<file path="src/rtl/uart_controller_fifo_if.sv">
// AXI4-Lite slave bus bundle for the UART register front end.
// The master modport is the interconnect side; the slave modport is the register block.
interface uart_controller_fifo_if #(
    parameter int AXI_DATA_WIDTH    = 32,
    parameter int REG_ADDRESS_WIDTH = 5
);
    logic [REG_ADDRESS_WIDTH-1:0]   s_axi_awaddr_i;
    logic [2:0]                     s_axi_awprot_i;
    logic                           s_axi_awvalid_i;
    logic                           s_axi_awready_o;
    logic [AXI_DATA_WIDTH-1:0]      s_axi_wdata_i;
    logic [AXI_DATA_WIDTH/8-1:0]    s_axi_wstrb_i;
    logic                           s_axi_wvalid_i;
    logic                           s_axi_wready_o;
    logic [1:0]                     s_axi_bresp_o;
    logic                           s_axi_bvalid_o;
    logic                           s_axi_bready_i;
    logic [REG_ADDRESS_WIDTH-1:0]   s_axi_araddr_i;
    logic [2:0]                     s_axi_arprot_i;
    logic                           s_axi_arvalid_i;
    logic                           s_axi_arready_o;
    logic [AXI_DATA_WIDTH-1:0]      s_axi_rdata_o;
    logic [1:0]                     s_axi_rresp_o;
    logic                           s_axi_rvalid_o;
    logic                           s_axi_rready_i;

    modport master (
        output s_axi_awaddr_i, s_axi_awprot_i, s_axi_awvalid_i,
        input  s_axi_awready_o,
        output s_axi_wdata_i, s_axi_wstrb_i, s_axi_wvalid_i,
        input  s_axi_wready_o,
        input  s_axi_bresp_o, s_axi_bvalid_o,
        output s_axi_bready_i,
        output s_axi_araddr_i, s_axi_arprot_i, s_axi_arvalid_i,
        input  s_axi_arready_o,
        input  s_axi_rdata_o, s_axi_rresp_o, s_axi_rvalid_o,
        output s_axi_rready_i
    );

    modport slave (
        input  s_axi_awaddr_i, s_axi_awprot_i, s_axi_awvalid_i,
        output s_axi_awready_o,
        input  s_axi_wdata_i, s_axi_wstrb_i, s_axi_wvalid_i,
        output s_axi_wready_o,
        output s_axi_bresp_o, s_axi_bvalid_o,
        input  s_axi_bready_i,
        input  s_axi_araddr_i, s_axi_arprot_i, s_axi_arvalid_i,
        output s_axi_arready_o,
        output s_axi_rdata_o, s_axi_rresp_o, s_axi_rvalid_o,
        input  s_axi_rready_i
    );
endinterface

</file>
<file path="src/rtl/uart_controller_fifo.sv">
// AXI4-Lite register front end for the UART core with TX/RX FIFOs,
// sticky error flags, FIFO flush and a maskable level interrupt.
// One transmitter start is issued per TX FIFO entry.
module uart_controller_fifo #(
    parameter int AXI_DATA_WIDTH    = 32,
    parameter int DATA_WIDTH        = 8,
    parameter int BAUD_VALUE_WIDTH  = 16,
    parameter int FIFO_DEPTH        = 16,
    parameter int REG_ADDRESS_WIDTH = 5
) (
    input  logic                        axi_clk_i,
    input  logic                        axi_rst_i,
    uart_controller_fifo_if.slave       s_axi,
    output logic                        tx_start_o,
    output logic [DATA_WIDTH-1:0]       tx_data_o,
    input  logic                        tx_complete_i,
    input  logic                        rx_valid_i,
    input  logic [DATA_WIDTH-1:0]       rx_data_i,
    output logic                        data_bit_num_o,
    output logic                        stop_bit_num_o,
    output logic [BAUD_VALUE_WIDTH-1:0] baud_tick_val_o,
    output logic                        irq_o
);

    localparam int PTR_W  = $clog2(FIFO_DEPTH);
    localparam int LVL_W  = PTR_W + 1;
    localparam int WORD_W = REG_ADDRESS_WIDTH - 2;

    localparam logic [WORD_W-1:0] A_CTRL   = WORD_W'(0);
    localparam logic [WORD_W-1:0] A_BAUD   = WORD_W'(1);
    localparam logic [WORD_W-1:0] A_TXDATA = WORD_W'(2);
    localparam logic [WORD_W-1:0] A_RXDATA = WORD_W'(3);
    localparam logic [WORD_W-1:0] A_STATUS = WORD_W'(4);
    localparam logic [WORD_W-1:0] A_IRQ_EN = WORD_W'(5);

    typedef enum logic [1:0] {
        TX_IDLE = 2'd0,
        TX_LOAD = 2'd1,
        TX_BUSY = 2'd2
    } tx_state_t;

    // AXI handshake state
    logic                      aw_ready, b_valid, ar_ready, r_valid;
    logic [AXI_DATA_WIDTH-1:0] r_data, rd_mux;
    logic                      wr_en, rd_en;
    logic [WORD_W-1:0]         wr_word, rd_word;

    // Registers
    logic                        ctrl_e, ctrl_d, ctrl_p, ctrl_s;
    logic                        tx_flush_pend, rx_flush_pend;
    logic [BAUD_VALUE_WIDTH-1:0] baud;
    logic [2:0]                  irq_en;
    logic                        tx_overflow, rx_overrun;
    logic                        irq;

    // TX FIFO
    logic [DATA_WIDTH-1:0] tx_mem [FIFO_DEPTH];
    logic [PTR_W-1:0]      tx_wr_ptr, tx_rd_ptr;
    logic [LVL_W-1:0]      tx_level;
    logic                  tx_empty, tx_full, tx_push_req, tx_push, tx_pop, tx_ovf_set;
    logic [DATA_WIDTH-1:0] tx_head;

    // RX FIFO
    logic [DATA_WIDTH-1:0] rx_mem [FIFO_DEPTH];
    logic [PTR_W-1:0]      rx_wr_ptr, rx_rd_ptr;
    logic [LVL_W-1:0]      rx_level;
    logic                  rx_empty, rx_full, rx_push, rx_pop, rx_ovr_set;
    logic [DATA_WIDTH-1:0] rx_head;

    // Transmitter control
    tx_state_t             state, state_next;
    logic                  tx_busy;
    logic                  tx_start;
    logic [DATA_WIDTH-1:0] tx_data;

    // Address bits [1:0], prot and the unused upper data bits carry no meaning here
    logic unused_bits;
    assign unused_bits = ^{s_axi.s_axi_awprot_i, s_axi.s_axi_arprot_i,
                           s_axi.s_axi_awaddr_i[1:0], s_axi.s_axi_araddr_i[1:0],
                           s_axi.s_axi_wdata_i, s_axi.s_axi_wstrb_i};

    assign wr_word = s_axi.s_axi_awaddr_i[REG_ADDRESS_WIDTH-1:2];
    assign rd_word = s_axi.s_axi_araddr_i[REG_ADDRESS_WIDTH-1:2];
    assign wr_en   = aw_ready & s_axi.s_axi_awvalid_i & s_axi.s_axi_wvalid_i;
    assign rd_en   = ar_ready & s_axi.s_axi_arvalid_i;

    assign s_axi.s_axi_awready_o = aw_ready;
    assign s_axi.s_axi_wready_o  = aw_ready;
    assign s_axi.s_axi_bresp_o   = 2'b00;
    assign s_axi.s_axi_bvalid_o  = b_valid;
    assign s_axi.s_axi_arready_o = ar_ready;
    assign s_axi.s_axi_rdata_o   = r_data;
    assign s_axi.s_axi_rresp_o   = 2'b00;
    assign s_axi.s_axi_rvalid_o  = r_valid;

    // Write channel: one-cycle ready pulse, then hold bvalid until accepted
    always_ff @(posedge axi_clk_i) begin
        if (axi_rst_i) begin
            aw_ready <= 1'b0;
            b_valid  <= 1'b0;
        end else begin
            aw_ready <= s_axi.s_axi_awvalid_i & s_axi.s_axi_wvalid_i & ~b_valid & ~aw_ready;
            if (wr_en)
                b_valid <= 1'b1;
            else if (s_axi.s_axi_bready_i)
                b_valid <= 1'b0;
        end
    end

    // Read channel: one-cycle ready pulse, data captured at the handshake edge
    always_ff @(posedge axi_clk_i) begin
        if (axi_rst_i) begin
            ar_ready <= 1'b0;
            r_valid  <= 1'b0;
            r_data   <= '0;
        end else begin
            ar_ready <= s_axi.s_axi_arvalid_i & ~r_valid & ~ar_ready;
            if (rd_en) begin
                r_valid <= 1'b1;
                r_data  <= rd_mux;
            end else if (s_axi.s_axi_rready_i) begin
                r_valid <= 1'b0;
            end
        end
    end

    // Read data multiplexer
    always_comb begin
        rd_mux = '0;
        case (rd_word)
            A_CTRL: begin
                rd_mux[0]  = ctrl_e;
                rd_mux[4]  = ctrl_d;
                rd_mux[8]  = ctrl_p;
                rd_mux[12] = ctrl_s;
            end
            A_BAUD:   rd_mux[BAUD_VALUE_WIDTH-1:0] = baud;
            A_RXDATA: if (!rx_empty) rd_mux[DATA_WIDTH-1:0] = rx_head;
            A_STATUS: begin
                rd_mux[0]          = tx_empty;
                rd_mux[1]          = tx_full;
                rd_mux[2]          = rx_empty;
                rd_mux[3]          = rx_full;
                rd_mux[4]          = rx_overrun;
                rd_mux[5]          = tx_busy;
                rd_mux[6]          = tx_overflow;
                rd_mux[8 +: LVL_W]  = tx_level;
                rd_mux[16 +: LVL_W] = rx_level;
            end
            A_IRQ_EN: rd_mux[2:0] = irq_en;
            default:  rd_mux = '0;
        endcase
    end

    // Configuration registers with byte strobes; flush requests last exactly one cycle
    always_ff @(posedge axi_clk_i) begin
        if (axi_rst_i) begin
            ctrl_e        <= 1'b0;
            ctrl_d        <= 1'b0;
            ctrl_p        <= 1'b0;
            ctrl_s        <= 1'b0;
            tx_flush_pend <= 1'b0;
            rx_flush_pend <= 1'b0;
            baud          <= '0;
            irq_en        <= '0;
        end else begin
            tx_flush_pend <= wr_en && wr_word == A_CTRL && s_axi.s_axi_wstrb_i[2] && s_axi.s_axi_wdata_i[16];
            rx_flush_pend <= wr_en && wr_word == A_CTRL && s_axi.s_axi_wstrb_i[2] && s_axi.s_axi_wdata_i[17];
            if (wr_en && wr_word == A_CTRL) begin
                if (s_axi.s_axi_wstrb_i[0]) begin
                    ctrl_e <= s_axi.s_axi_wdata_i[0];
                    ctrl_d <= s_axi.s_axi_wdata_i[4];
                end
                if (s_axi.s_axi_wstrb_i[1]) begin
                    ctrl_p <= s_axi.s_axi_wdata_i[8];
                    ctrl_s <= s_axi.s_axi_wdata_i[12];
                end
            end
            if (wr_en && wr_word == A_BAUD) begin
                for (int i = 0; i < BAUD_VALUE_WIDTH; i++)
                    if (s_axi.s_axi_wstrb_i[i/8])
                        baud[i] <= s_axi.s_axi_wdata_i[i];
            end
            if (wr_en && wr_word == A_IRQ_EN && s_axi.s_axi_wstrb_i[0])
                irq_en <= s_axi.s_axi_wdata_i[2:0];
        end
    end

    assign data_bit_num_o  = ctrl_d;
    assign stop_bit_num_o  = ctrl_s;
    assign baud_tick_val_o = baud;

    // TX FIFO flags and push/pop qualification; a push during a flush cycle is discarded
    assign tx_empty    = (tx_level == '0);
    assign tx_full     = (tx_level == LVL_W'(FIFO_DEPTH));
    assign tx_head     = tx_mem[tx_rd_ptr];
    assign tx_pop      = (state == TX_LOAD);
    assign tx_push_req = wr_en && wr_word == A_TXDATA && s_axi.s_axi_wstrb_i[0] && !tx_flush_pend;
    assign tx_push     = tx_push_req && (!tx_full || tx_pop);
    assign tx_ovf_set  = tx_push_req && tx_full && !tx_pop;

    // TX FIFO pointers and level
    always_ff @(posedge axi_clk_i) begin
        if (axi_rst_i || tx_flush_pend) begin
            tx_wr_ptr <= '0;
            tx_rd_ptr <= '0;
            tx_level  <= '0;
        end else begin
            if (tx_push) tx_wr_ptr <= tx_wr_ptr + PTR_W'(1);
            if (tx_pop)  tx_rd_ptr <= tx_rd_ptr + PTR_W'(1);
            case ({tx_push, tx_pop})
                2'b10:   tx_level <= tx_level + LVL_W'(1);
                2'b01:   tx_level <= tx_level - LVL_W'(1);
                default: tx_level <= tx_level;
            endcase
        end
    end

    // TX FIFO storage
    always_ff @(posedge axi_clk_i) begin
        if (tx_push)
            tx_mem[tx_wr_ptr] <= s_axi.s_axi_wdata_i[DATA_WIDTH-1:0];
    end

    // RX FIFO flags; a pop in the same cycle makes room for an incoming character
    assign rx_empty   = (rx_level == '0);
    assign rx_full    = (rx_level == LVL_W'(FIFO_DEPTH));
    assign rx_head    = rx_mem[rx_rd_ptr];
    assign rx_pop     = rd_en && rd_word == A_RXDATA && !rx_empty;
    assign rx_push    = rx_valid_i && !rx_flush_pend && (!rx_full || rx_pop);
    assign rx_ovr_set = rx_valid_i && !rx_flush_pend && rx_full && !rx_pop;

    // RX FIFO pointers and level
    always_ff @(posedge axi_clk_i) begin
        if (axi_rst_i || rx_flush_pend) begin
            rx_wr_ptr <= '0;
            rx_rd_ptr <= '0;
            rx_level  <= '0;
        end else begin
            if (rx_push) rx_wr_ptr <= rx_wr_ptr + PTR_W'(1);
            if (rx_pop)  rx_rd_ptr <= rx_rd_ptr + PTR_W'(1);
            case ({rx_push, rx_pop})
                2'b10:   rx_level <= rx_level + LVL_W'(1);
                2'b01:   rx_level <= rx_level - LVL_W'(1);
                default: rx_level <= rx_level;
            endcase
        end
    end

    // RX FIFO storage
    always_ff @(posedge axi_clk_i) begin
        if (rx_push)
            rx_mem[rx_wr_ptr] <= rx_data_i;
    end

    // Sticky error flags: write-1-to-clear, a new error in the same cycle wins
    always_ff @(posedge axi_clk_i) begin
        if (axi_rst_i) begin
            tx_overflow <= 1'b0;
            rx_overrun  <= 1'b0;
        end else begin
            if (tx_ovf_set)
                tx_overflow <= 1'b1;
            else if (wr_en && wr_word == A_STATUS && s_axi.s_axi_wdata_i[6])
                tx_overflow <= 1'b0;
            if (rx_ovr_set)
                rx_overrun <= 1'b1;
            else if (wr_en && wr_word == A_STATUS && s_axi.s_axi_wdata_i[4])
                rx_overrun <= 1'b0;
        end
    end

    // Transmitter FSM state register
    always_ff @(posedge axi_clk_i) begin
        if (axi_rst_i)
            state <= TX_IDLE;
        else
            state <= state_next;
    end

    // Transmitter FSM next state; no new load while a TX flush is about to empty the FIFO
    always_comb begin
        state_next = state;
        case (state)
            TX_IDLE: if (ctrl_e && !tx_empty && !tx_flush_pend) state_next = TX_LOAD;
            TX_LOAD: state_next = TX_BUSY;
            TX_BUSY: if (tx_complete_i) state_next = TX_IDLE;
            default: state_next = TX_IDLE;
        endcase
    end

    assign tx_busy = (state != TX_IDLE);

    // Start pulse and character register, launched together when leaving LOAD
    always_ff @(posedge axi_clk_i) begin
        if (axi_rst_i) begin
            tx_start <= 1'b0;
            tx_data  <= '0;
        end else begin
            tx_start <= (state == TX_LOAD);
            if (state == TX_LOAD)
                tx_data <= tx_head;
        end
    end

    assign tx_start_o = tx_start;
    assign tx_data_o  = tx_data;

    // Registered level-sensitive interrupt
    always_ff @(posedge axi_clk_i) begin
        if (axi_rst_i)
            irq <= 1'b0;
        else
            irq <= |(irq_en & {tx_overflow | rx_overrun, !rx_empty, tx_empty & !tx_busy});
    end

    assign irq_o = irq;

endmodule

</file>
<file path="src/flat_wrapper.sv">
// flat-port wrapper written by rule: the top's interface ports become plain ports
module uart_controller_fifo_flat 
#(
    parameter int AXI_DATA_WIDTH    = 32,
    parameter int DATA_WIDTH        = 8,
    parameter int BAUD_VALUE_WIDTH  = 16,
    parameter int FIFO_DEPTH        = 16,
    parameter int REG_ADDRESS_WIDTH = 5
)
  (axi_clk_i, axi_rst_i, tx_start_o, tx_data_o, tx_complete_i, rx_valid_i, rx_data_i, data_bit_num_o, stop_bit_num_o, baud_tick_val_o, irq_o, s_axi_s_axi_awaddr_i, s_axi_s_axi_awprot_i, s_axi_s_axi_awvalid_i, s_axi_s_axi_awready_o, s_axi_s_axi_wdata_i, s_axi_s_axi_wstrb_i, s_axi_s_axi_wvalid_i, s_axi_s_axi_wready_o, s_axi_s_axi_bresp_o, s_axi_s_axi_bvalid_o, s_axi_s_axi_bready_i, s_axi_s_axi_araddr_i, s_axi_s_axi_arprot_i, s_axi_s_axi_arvalid_i, s_axi_s_axi_arready_o, s_axi_s_axi_rdata_o, s_axi_s_axi_rresp_o, s_axi_s_axi_rvalid_o, s_axi_s_axi_rready_i);
  uart_controller_fifo_if #(.AXI_DATA_WIDTH(AXI_DATA_WIDTH), .REG_ADDRESS_WIDTH(REG_ADDRESS_WIDTH)) s_axi_i ();
  input  logic axi_clk_i;
  input  logic axi_rst_i;
  output logic tx_start_o;
  output logic [DATA_WIDTH-1:0] tx_data_o;
  input  logic tx_complete_i;
  input  logic rx_valid_i;
  input  logic [DATA_WIDTH-1:0] rx_data_i;
  output logic data_bit_num_o;
  output logic stop_bit_num_o;
  output logic [BAUD_VALUE_WIDTH-1:0] baud_tick_val_o;
  output logic irq_o;
  input wire logic [$bits(s_axi_i.s_axi_awaddr_i)-1:0] s_axi_s_axi_awaddr_i;
  input wire logic [$bits(s_axi_i.s_axi_awprot_i)-1:0] s_axi_s_axi_awprot_i;
  input wire logic [$bits(s_axi_i.s_axi_awvalid_i)-1:0] s_axi_s_axi_awvalid_i;
  output wire logic [$bits(s_axi_i.s_axi_awready_o)-1:0] s_axi_s_axi_awready_o;
  input wire logic [$bits(s_axi_i.s_axi_wdata_i)-1:0] s_axi_s_axi_wdata_i;
  input wire logic [$bits(s_axi_i.s_axi_wstrb_i)-1:0] s_axi_s_axi_wstrb_i;
  input wire logic [$bits(s_axi_i.s_axi_wvalid_i)-1:0] s_axi_s_axi_wvalid_i;
  output wire logic [$bits(s_axi_i.s_axi_wready_o)-1:0] s_axi_s_axi_wready_o;
  output wire logic [$bits(s_axi_i.s_axi_bresp_o)-1:0] s_axi_s_axi_bresp_o;
  output wire logic [$bits(s_axi_i.s_axi_bvalid_o)-1:0] s_axi_s_axi_bvalid_o;
  input wire logic [$bits(s_axi_i.s_axi_bready_i)-1:0] s_axi_s_axi_bready_i;
  input wire logic [$bits(s_axi_i.s_axi_araddr_i)-1:0] s_axi_s_axi_araddr_i;
  input wire logic [$bits(s_axi_i.s_axi_arprot_i)-1:0] s_axi_s_axi_arprot_i;
  input wire logic [$bits(s_axi_i.s_axi_arvalid_i)-1:0] s_axi_s_axi_arvalid_i;
  output wire logic [$bits(s_axi_i.s_axi_arready_o)-1:0] s_axi_s_axi_arready_o;
  output wire logic [$bits(s_axi_i.s_axi_rdata_o)-1:0] s_axi_s_axi_rdata_o;
  output wire logic [$bits(s_axi_i.s_axi_rresp_o)-1:0] s_axi_s_axi_rresp_o;
  output wire logic [$bits(s_axi_i.s_axi_rvalid_o)-1:0] s_axi_s_axi_rvalid_o;
  input wire logic [$bits(s_axi_i.s_axi_rready_i)-1:0] s_axi_s_axi_rready_i;
  assign s_axi_i.s_axi_awaddr_i = s_axi_s_axi_awaddr_i;
  assign s_axi_i.s_axi_awprot_i = s_axi_s_axi_awprot_i;
  assign s_axi_i.s_axi_awvalid_i = s_axi_s_axi_awvalid_i;
  assign s_axi_s_axi_awready_o = s_axi_i.s_axi_awready_o;
  assign s_axi_i.s_axi_wdata_i = s_axi_s_axi_wdata_i;
  assign s_axi_i.s_axi_wstrb_i = s_axi_s_axi_wstrb_i;
  assign s_axi_i.s_axi_wvalid_i = s_axi_s_axi_wvalid_i;
  assign s_axi_s_axi_wready_o = s_axi_i.s_axi_wready_o;
  assign s_axi_s_axi_bresp_o = s_axi_i.s_axi_bresp_o;
  assign s_axi_s_axi_bvalid_o = s_axi_i.s_axi_bvalid_o;
  assign s_axi_i.s_axi_bready_i = s_axi_s_axi_bready_i;
  assign s_axi_i.s_axi_araddr_i = s_axi_s_axi_araddr_i;
  assign s_axi_i.s_axi_arprot_i = s_axi_s_axi_arprot_i;
  assign s_axi_i.s_axi_arvalid_i = s_axi_s_axi_arvalid_i;
  assign s_axi_s_axi_arready_o = s_axi_i.s_axi_arready_o;
  assign s_axi_s_axi_rdata_o = s_axi_i.s_axi_rdata_o;
  assign s_axi_s_axi_rresp_o = s_axi_i.s_axi_rresp_o;
  assign s_axi_s_axi_rvalid_o = s_axi_i.s_axi_rvalid_o;
  assign s_axi_i.s_axi_rready_i = s_axi_s_axi_rready_i;
  uart_controller_fifo #(.AXI_DATA_WIDTH(AXI_DATA_WIDTH), .DATA_WIDTH(DATA_WIDTH), .BAUD_VALUE_WIDTH(BAUD_VALUE_WIDTH), .FIFO_DEPTH(FIFO_DEPTH), .REG_ADDRESS_WIDTH(REG_ADDRESS_WIDTH)) u_core (.axi_clk_i(axi_clk_i), .axi_rst_i(axi_rst_i), .s_axi(s_axi_i), .tx_start_o(tx_start_o), .tx_data_o(tx_data_o), .tx_complete_i(tx_complete_i), .rx_valid_i(rx_valid_i), .rx_data_i(rx_data_i), .data_bit_num_o(data_bit_num_o), .stop_bit_num_o(stop_bit_num_o), .baud_tick_val_o(baud_tick_val_o), .irq_o(irq_o));
endmodule
</file>
<file path="config.mk">
export PLATFORM = sky130hd
export DESIGN_NAME = uart_controller_fifo_flat
export DESIGN_NICKNAME = d
export VERILOG_FILES = /design/src/rtl/uart_controller_fifo_if.sv /design/src/rtl/uart_controller_fifo.sv /design/src/flat_wrapper.sv
export SDC_FILE = /design/constraint.sdc
export NUM_CORES = 1
export LEC_CHECK = 0
export CAP_MARGIN = 20
export CORE_UTILIZATION = 45
export DETAILED_ROUTE_END_ITERATION = 8
export PLACE_DENSITY_LB_ADDON = 0.15
export SYNTH_ARGS = -nofsm -noshare
export SYNTH_HDL_FRONTEND = slang
export SYNTH_SLANG_ARGS = --single-unit
export TNS_END_PERCENT = 50
</file>
<file path="constraint.sdc">
create_clock -name axi_clk_i -period 8 [get_ports axi_clk_i]
set_input_delay 0.8 -clock axi_clk_i [delete_from_list [all_inputs] [get_ports axi_clk_i]]
set_output_delay 0.8 -clock axi_clk_i [all_outputs]
set_load 0.02 [all_outputs]
</file>
* After elaboration in Yosys (flattened, before gate mapping) *
Memory sizes are Yosys's and may differ from the RTL's. A register that Yosys moved wholly into a read port is not among the register bits.
Cells that the tools add are included.

storage, ports and cells
  output and inout bits = 69
  latch bits = 0
  ROM bits = 0
  bits in writable memories = 256
  memories kept = 2
  register bits = 82

operators by class
  multipliers = 0
  $add $sub $neg = 8
  bitwise operators = 15
  magnitude comparators = 0
  mux-type cells = 31
  equality and inequality tests = 18
  shift-type cells = 0
  reductions and logical operators = 55
  div/mod/pow operators = 0

memories
  memory         depth  bits a word  read ports  clocked after memory_dff  write ports  line                        source
  u_core.rx_mem  16     8            1           1                         1            uart_controller_fifo.sv:64  logic [DATA_WIDTH-1:0] rx_mem [FIFO_DEPTH];
  u_core.tx_mem  16     8            1           1                         1            uart_controller_fifo.sv:57  logic [DATA_WIDTH-1:0] tx_mem [FIFO_DEPTH];

operators with widths
  operator               number
  $logic_and A1 B1 Y1    24
  $pmux W5 S2            2
  $add A4 B1 Y4 const B  4
  $reduce_bool A2 Y1     7
  $eq A3 B3 Y1 const B   4
  $mux W1                12
  $pmux W2 S3            2
  $add A5 B1 Y5 const B  2
  $eq A5 B5 Y1 const B   2
  $logic_not A5 Y1       2
  $reduce_and A2 Y1      5
  $sub A5 B1 Y5 const B  2
  $and A1 B1 Y1          9
  $logic_not A1 Y1       9
  $pmux W1 S3            3
  $mux W4                2
  $mux W8                1
  $pmux W2 S4            1
  $eq A2 B1 Y1 const B   3
  $eq A2 B2 Y1 const B   3
  $eq A3 B1 Y1 const B   2
  $eq A3 B2 Y1 const B   2
  $logic_not A3 Y1       2
  $pmux W3 S2            1
  14 further kinds       21

* Longest topological paths before layout *
  depth after elaboration = 8
  depth in mapped cells = 15
  gate-level depth less buffers = 12

* Least setup slack after synthesis *
No wires, ideal clock.

  path kind = input to register
  from = in s_axi_s_axi_araddr_i[3]
  to = reg u_core.rx_level[4]
  stages on the path = 15
  path buffers = 3
  required time = 7872 ps
  data arrival time = 3499 ps
  setup slack = 4374 ps
  cell sequence = buf_2 nand3b_1 o211ai_1 and2_1 clkbuf_1 inv_1 ha_1 clkbuf_1 xor2_1 ha_1 or3b_2 a211o_1 a21oi_1 xnor2_1 nor2_1

between the ends
  word-level cells in the longest chain between the ends = 7
  elaborated cells on any way between the ends = 9
  classes of those cells = 3 x eq/ne; 1 x mux; 5 x reduce/logical

RTL lines
  element                                            line                         source
  start: declaration                                 flat_wrapper.sv:34           input wire logic [$bits(s_axi_i.s_axi_araddr_i)-1:0] s_axi_s_axi_araddr_i;
  $eq A3 B2 Y1 (*)                                   uart_controller_fifo.sv:229  assign rx_pop = rd_en && rd_word == A_RXDATA && !rx_empty;
  $logic_and A1 B1 Y1 (*) (2 in series)              uart_controller_fifo.sv:229
  $logic_or A1 B1 Y1                                 uart_controller_fifo.sv:230  assign rx_push = rx_valid_i && !rx_flush_pend && (!rx_full || rx_pop);
  $logic_and A1 B1 Y1                                uart_controller_fifo.sv:230
  $eq A2 B1 Y1 or $eq A2 B2 Y1 (tied branches)       uart_controller_fifo.sv:242  case ({rx_push, rx_pop})
  $pmux W5 S2 or $reduce_bool A2 Y1 (tied branches)  n/a
  end signal: assignment                             uart_controller_fifo.sv:243  2'b10: rx_level <= rx_level + LVL_W'(1);
  end signal: assignment                             uart_controller_fifo.sv:244  2'b01: rx_level <= rx_level - LVL_W'(1);
  end signal: assignment                             uart_controller_fifo.sv:245  default: rx_level <= rx_level;
  end: declaration                                   uart_controller_fifo.sv:66   logic [LVL_W-1:0] rx_level;

Every way passes the cells marked *; elsewhere a longest branch is shown, timed or not.
A chain may end at the register's enable or synchronous reset.

* Worst setup path after layout *
  from = in s_axi_s_axi_araddr_i[2]
  to = reg u_core.rx_level[4]

between the ends
  word-level cells in the longest chain between the ends = 7
  elaborated cells on any way between the ends = 9
  classes of those cells = 3 x eq/ne; 1 x mux; 5 x reduce/logical

RTL lines
  element                                            line                         source
  $eq A3 B2 Y1 (*)                                   uart_controller_fifo.sv:229
  $logic_and A1 B1 Y1 (*) (2 in series)              uart_controller_fifo.sv:229
  named net u_core.rx_pop                            uart_controller_fifo.sv:67   logic rx_empty, rx_full, rx_push, rx_pop, rx_ovr_set;
  $logic_or A1 B1 Y1                                 uart_controller_fifo.sv:230
  $logic_and A1 B1 Y1                                uart_controller_fifo.sv:230
  $eq A2 B1 Y1 or $eq A2 B2 Y1 (tied branches)       uart_controller_fifo.sv:242
  $pmux W5 S2 or $reduce_bool A2 Y1 (tied branches)  n/a

Mark *: on every way through the listed nets, which the timed path passes. The rest lies on a longest branch.

==> metrics.yaml <==
outcome:
  status: "finished with violations"
  violations: "design-rule violations"
flow_run:
  cap_violations: 0
power:
  powerDensity_nw_per_um2: 231
  ir_drop_mv: 0.184
  p_leak_nw: 5.43
  power_mw: 3.86
synthesis:
  netlist-cell-type-count: 62
  ys_ff_latch: 350
  synth.avg_cell_area_um2: 15.1
  synth_warnings: 0
  ys_async_sr_fraction: 0
  synthesis.instances: 933
  syn_area_um2: 14100
  yosysSeqAreaShare: 0.677
  yosys_most_used_dff: "edfxtp_1"
  synth-edff-count: 256
clocking:
  cts_buffers: 39
  insertion_delay_ns: 0.53
  htreeDepth: 2
  cts-root-buf: "clkbuf_16"
  post_cts_buffers: 0
  cts_buffer_depth: 3
  cts.reportedPaths.clkPinSlew_ns: 0.06
  post_cts_resized: 0
  clock_sinks: 350
  postCtsHoldBufs: 0
  cts_tree: "built"
sta:
  fin_worst_skew_ns: 0.0182
  hold_violations: 0
  relSlewSlack: 0.272
  rsz0062_at_grt: "no"
  tns_ns: 0
  fin_crit_sh: 0.526
  setup_viol: 0
  holdWs_ns: 0.455
  fmax_ghz: 0.238
  worstMarginPinSlew_ns: 1.09
  finalCriticalPeriod_ns: 4.21
  slew_viol_final: 0
worst_setup_path:
  crit_required_ns: 8.39
  end_kind: "flop"
  cp-start-kind: "input pin"
  crit_path_max_fanout: 14
  arrival_ns: 4.60
  crit_type: "in -> reg"
detailed_routing:
  drt_iter0_drc: 516
  drt-total-wl_mm: 30.2
  wl_per_cell_um: 20.8
  drc: 26
  detail_route.vias_per_cell: 5.45
  num_vias: 7937
  route.antenna.remaining_nets: 0
  dr.pass1.iters: 8
global_routing:
  antenna_found_initial: 0
  grt_pass1_vias: 7890
  grt_pass1_wl_mm: 45.5
  grt_max_degree: 65
  grtUsageTotal: 0.191
  grt_overflow_total: 0
cells_and_area:
  final_area_um2: 16700
  nNetsFinal: 1118
  n_antenna_cell: 0
  layout-drive-gt1-share: 0.141
  area_growth_pct: 18.3
floorplanning:
  top_level_ports: 138
  dieArea_um2: 32100
  initial_core_util: 0.460
  coreArea_um2: 30700
  rows: 64
  die_h_um: 179
  die_x_um: 179
placed_design:
  portBuffers: 97
  dpl-instance-area_um2: 15400
  dp_hpwl_mm: 19.5
  gp_congestion: 0.793
hold_path:
  holdCritPathClass: "reg -> reg"
==> layout make-up <==
class                           count  area, um^2
Fill cell                        2522       14000
Sequential cell                   350        9570
Multi-Input combinational cell    513        4230
Timing Repair Buffer              115        1110
Clock buffer                       52        1080
Tap cell                          396         495
Clock inverter                     18         201
Inverter                           13        48.8
==> per-stage QoR <==
step / worst slack (ns) / std cells / util
global placement: 3.32 / 1385 / 0.502
finish: 3.79 / 1457 / 0.544
floorplan: 4.37 / 947 / -
CTS: 3.82 / 1455 / 0.543
global route: 3.56 / 1457 / 0.544
detailed placement: 3.29 / 1385 / 0.502
==> power by group <==
part	internal [mW]	switching [mW]	total, mW
registers	1.96	0.00733	1.97
logic	0.0445	0.0753	0.120
clock network	1.08	0.696	1.77
==> state kept, by name (all words and copies together), names as in the netlist, 2 cells and up, named ones only <==
signal / flops
u_core.rx_wr_ptr: 4
u_core.irq_en: 3
u_core.tx_level: 5
u_core.tx_wr_ptr: 4
u_core.rx_rd_ptr: 4
u_core.s_axi.s_axi_rdata_o: 21
u_core.state: 2
u_core.tx_mem: 128
u_core.tx_data_o: 8
u_core.rx_level: 5
u_core.rx_mem: 128
u_core.tx_rd_ptr: 4
u_core.baud_tick_val_o: 16
==> kinds of logic after synthesis <==
logic type,count (synthesis),share of synthesized area
other,1,0.000265
flip-flops,350,0.677
AO/OA/AOI/OAI,117,0.0527
multiplexers,98,0.129
buffers and inverters,84,0.0295
XOR/XNOR,19,0.0118
AND/OR/NAND/NOR,247,0.0837
adder cells (fa/ha/maj),17,0.0156
==> path summary, 6_finish.rpt <==
kind / start / cells past startpoint / slack [ns] / to
setup / recovery: s_axi_s_axi_araddr_i[2] / 13 / 3.79 / u_core.rx_level[4]
hold / removal: u_core.s_axi.s_axi_rdata_o[14] / 2 / 0.46 / u_core.s_axi.s_axi_rdata_o[14]
setup reg to reg: u_core.s_axi.s_axi_arready_o / 12 / 4.20 / u_core.rx_level[4]
hold reg to reg: u_core.s_axi.s_axi_rdata_o[14] / 2 / 0.46 / u_core.s_axi.s_axi_rdata_o[14]
==> synth_stat cells, types with 10 or more instances <==
cell type / count / area share
nand2b_1: 10 / 0.0044
mux4_2: 60 / 0.096
clkbuf_1: 32 / 0.0085
nand3_1: 34 / 0.012
nand2_1: 44 / 0.012
nor3_1: 17 / 0.0060
xor2_1: 11 / 0.0068
ha_1: 16 / 0.014
nor2_1: 94 / 0.025
a22oi_1: 20 / 0.011
a21oi_1: 53 / 0.019
o21ai_0: 13 / 0.0046
buf_4: 17 / 0.0090
edfxtp_1: 256 / 0.54
nor2b_1: 13 / 0.0058
buf_2: 14 / 0.0050
dfxtp_1: 94 / 0.13
mux2i_1: 32 / 0.023
inv_1: 13 / 0.0035
==> per-layer routing <==
metal	global-route usage	wire [um]	up-vias
met3	0.0341	1390	50
met2	0.317	14800	188
met5	0	0	-
met4	0.0536	641	0
met1	0.257	13400	3963
li1	-	-	3736
==> layout by cell type (no fill, tap or decap), types with 4 or more instances in the layout <==
| cell | Yosys | final |
|---|---|---|
| xnor2_1 | 8 | 8 |
| edfxtp_1 | 256 | 256 |
| nor2b_1 | 13 | 13 |
| buf_4 | 17 | 16 |
| clkinv_2 | 0 | 5 |
| nor3b_1 | 6 | 5 |
| o21ai_0 | 13 | 13 |
| a22oi_1 | 20 | 20 |
| clkdlybuf4s50_1 | 0 | 96 |
| clkbuf_1 | 32 | 9 |
| ha_1 | 16 | 16 |
| clkbuf_16 | 0 | 40 |
| xor2_1 | 11 | 11 |
| nor3_1 | 17 | 13 |
| clkinv_1 | 0 | 6 |
| nand2b_1 | 10 | 10 |
| and2_1 | 5 | 5 |
| mux2i_1 | 32 | 32 |
| mux4_1 | 6 | 6 |
| nor2_1 | 94 | 94 |
| nand3_1 | 34 | 34 |
| conb_1 | 1 | 15 |
| dfxtp_1 | 94 | 93 |
| inv_1 | 13 | 13 |
| bufinv_16 | 0 | 4 |
| a21oi_1 | 53 | 53 |
| mux4_2 | 60 | 60 |
| nand2_1 | 44 | 44 |
| nor3_2 | 1 | 5 |
==> critical path, stage by stage <==
cell             delay [ns]
clkdlybuf4s50_1        0.91
nand3b_1               0.20
a21oi_2                0.46
nand2_1                0.30
inv_1                  0.16
ha_1                   0.34
xor2_1                 0.11
ha_1                   0.26
or3b_2                 0.44
a211o_1                0.26
a21oi_1                0.16
xnor2_1                0.13
nor2_1                 0.06
No activity file was read; power rests on OpenSTA's default activity.
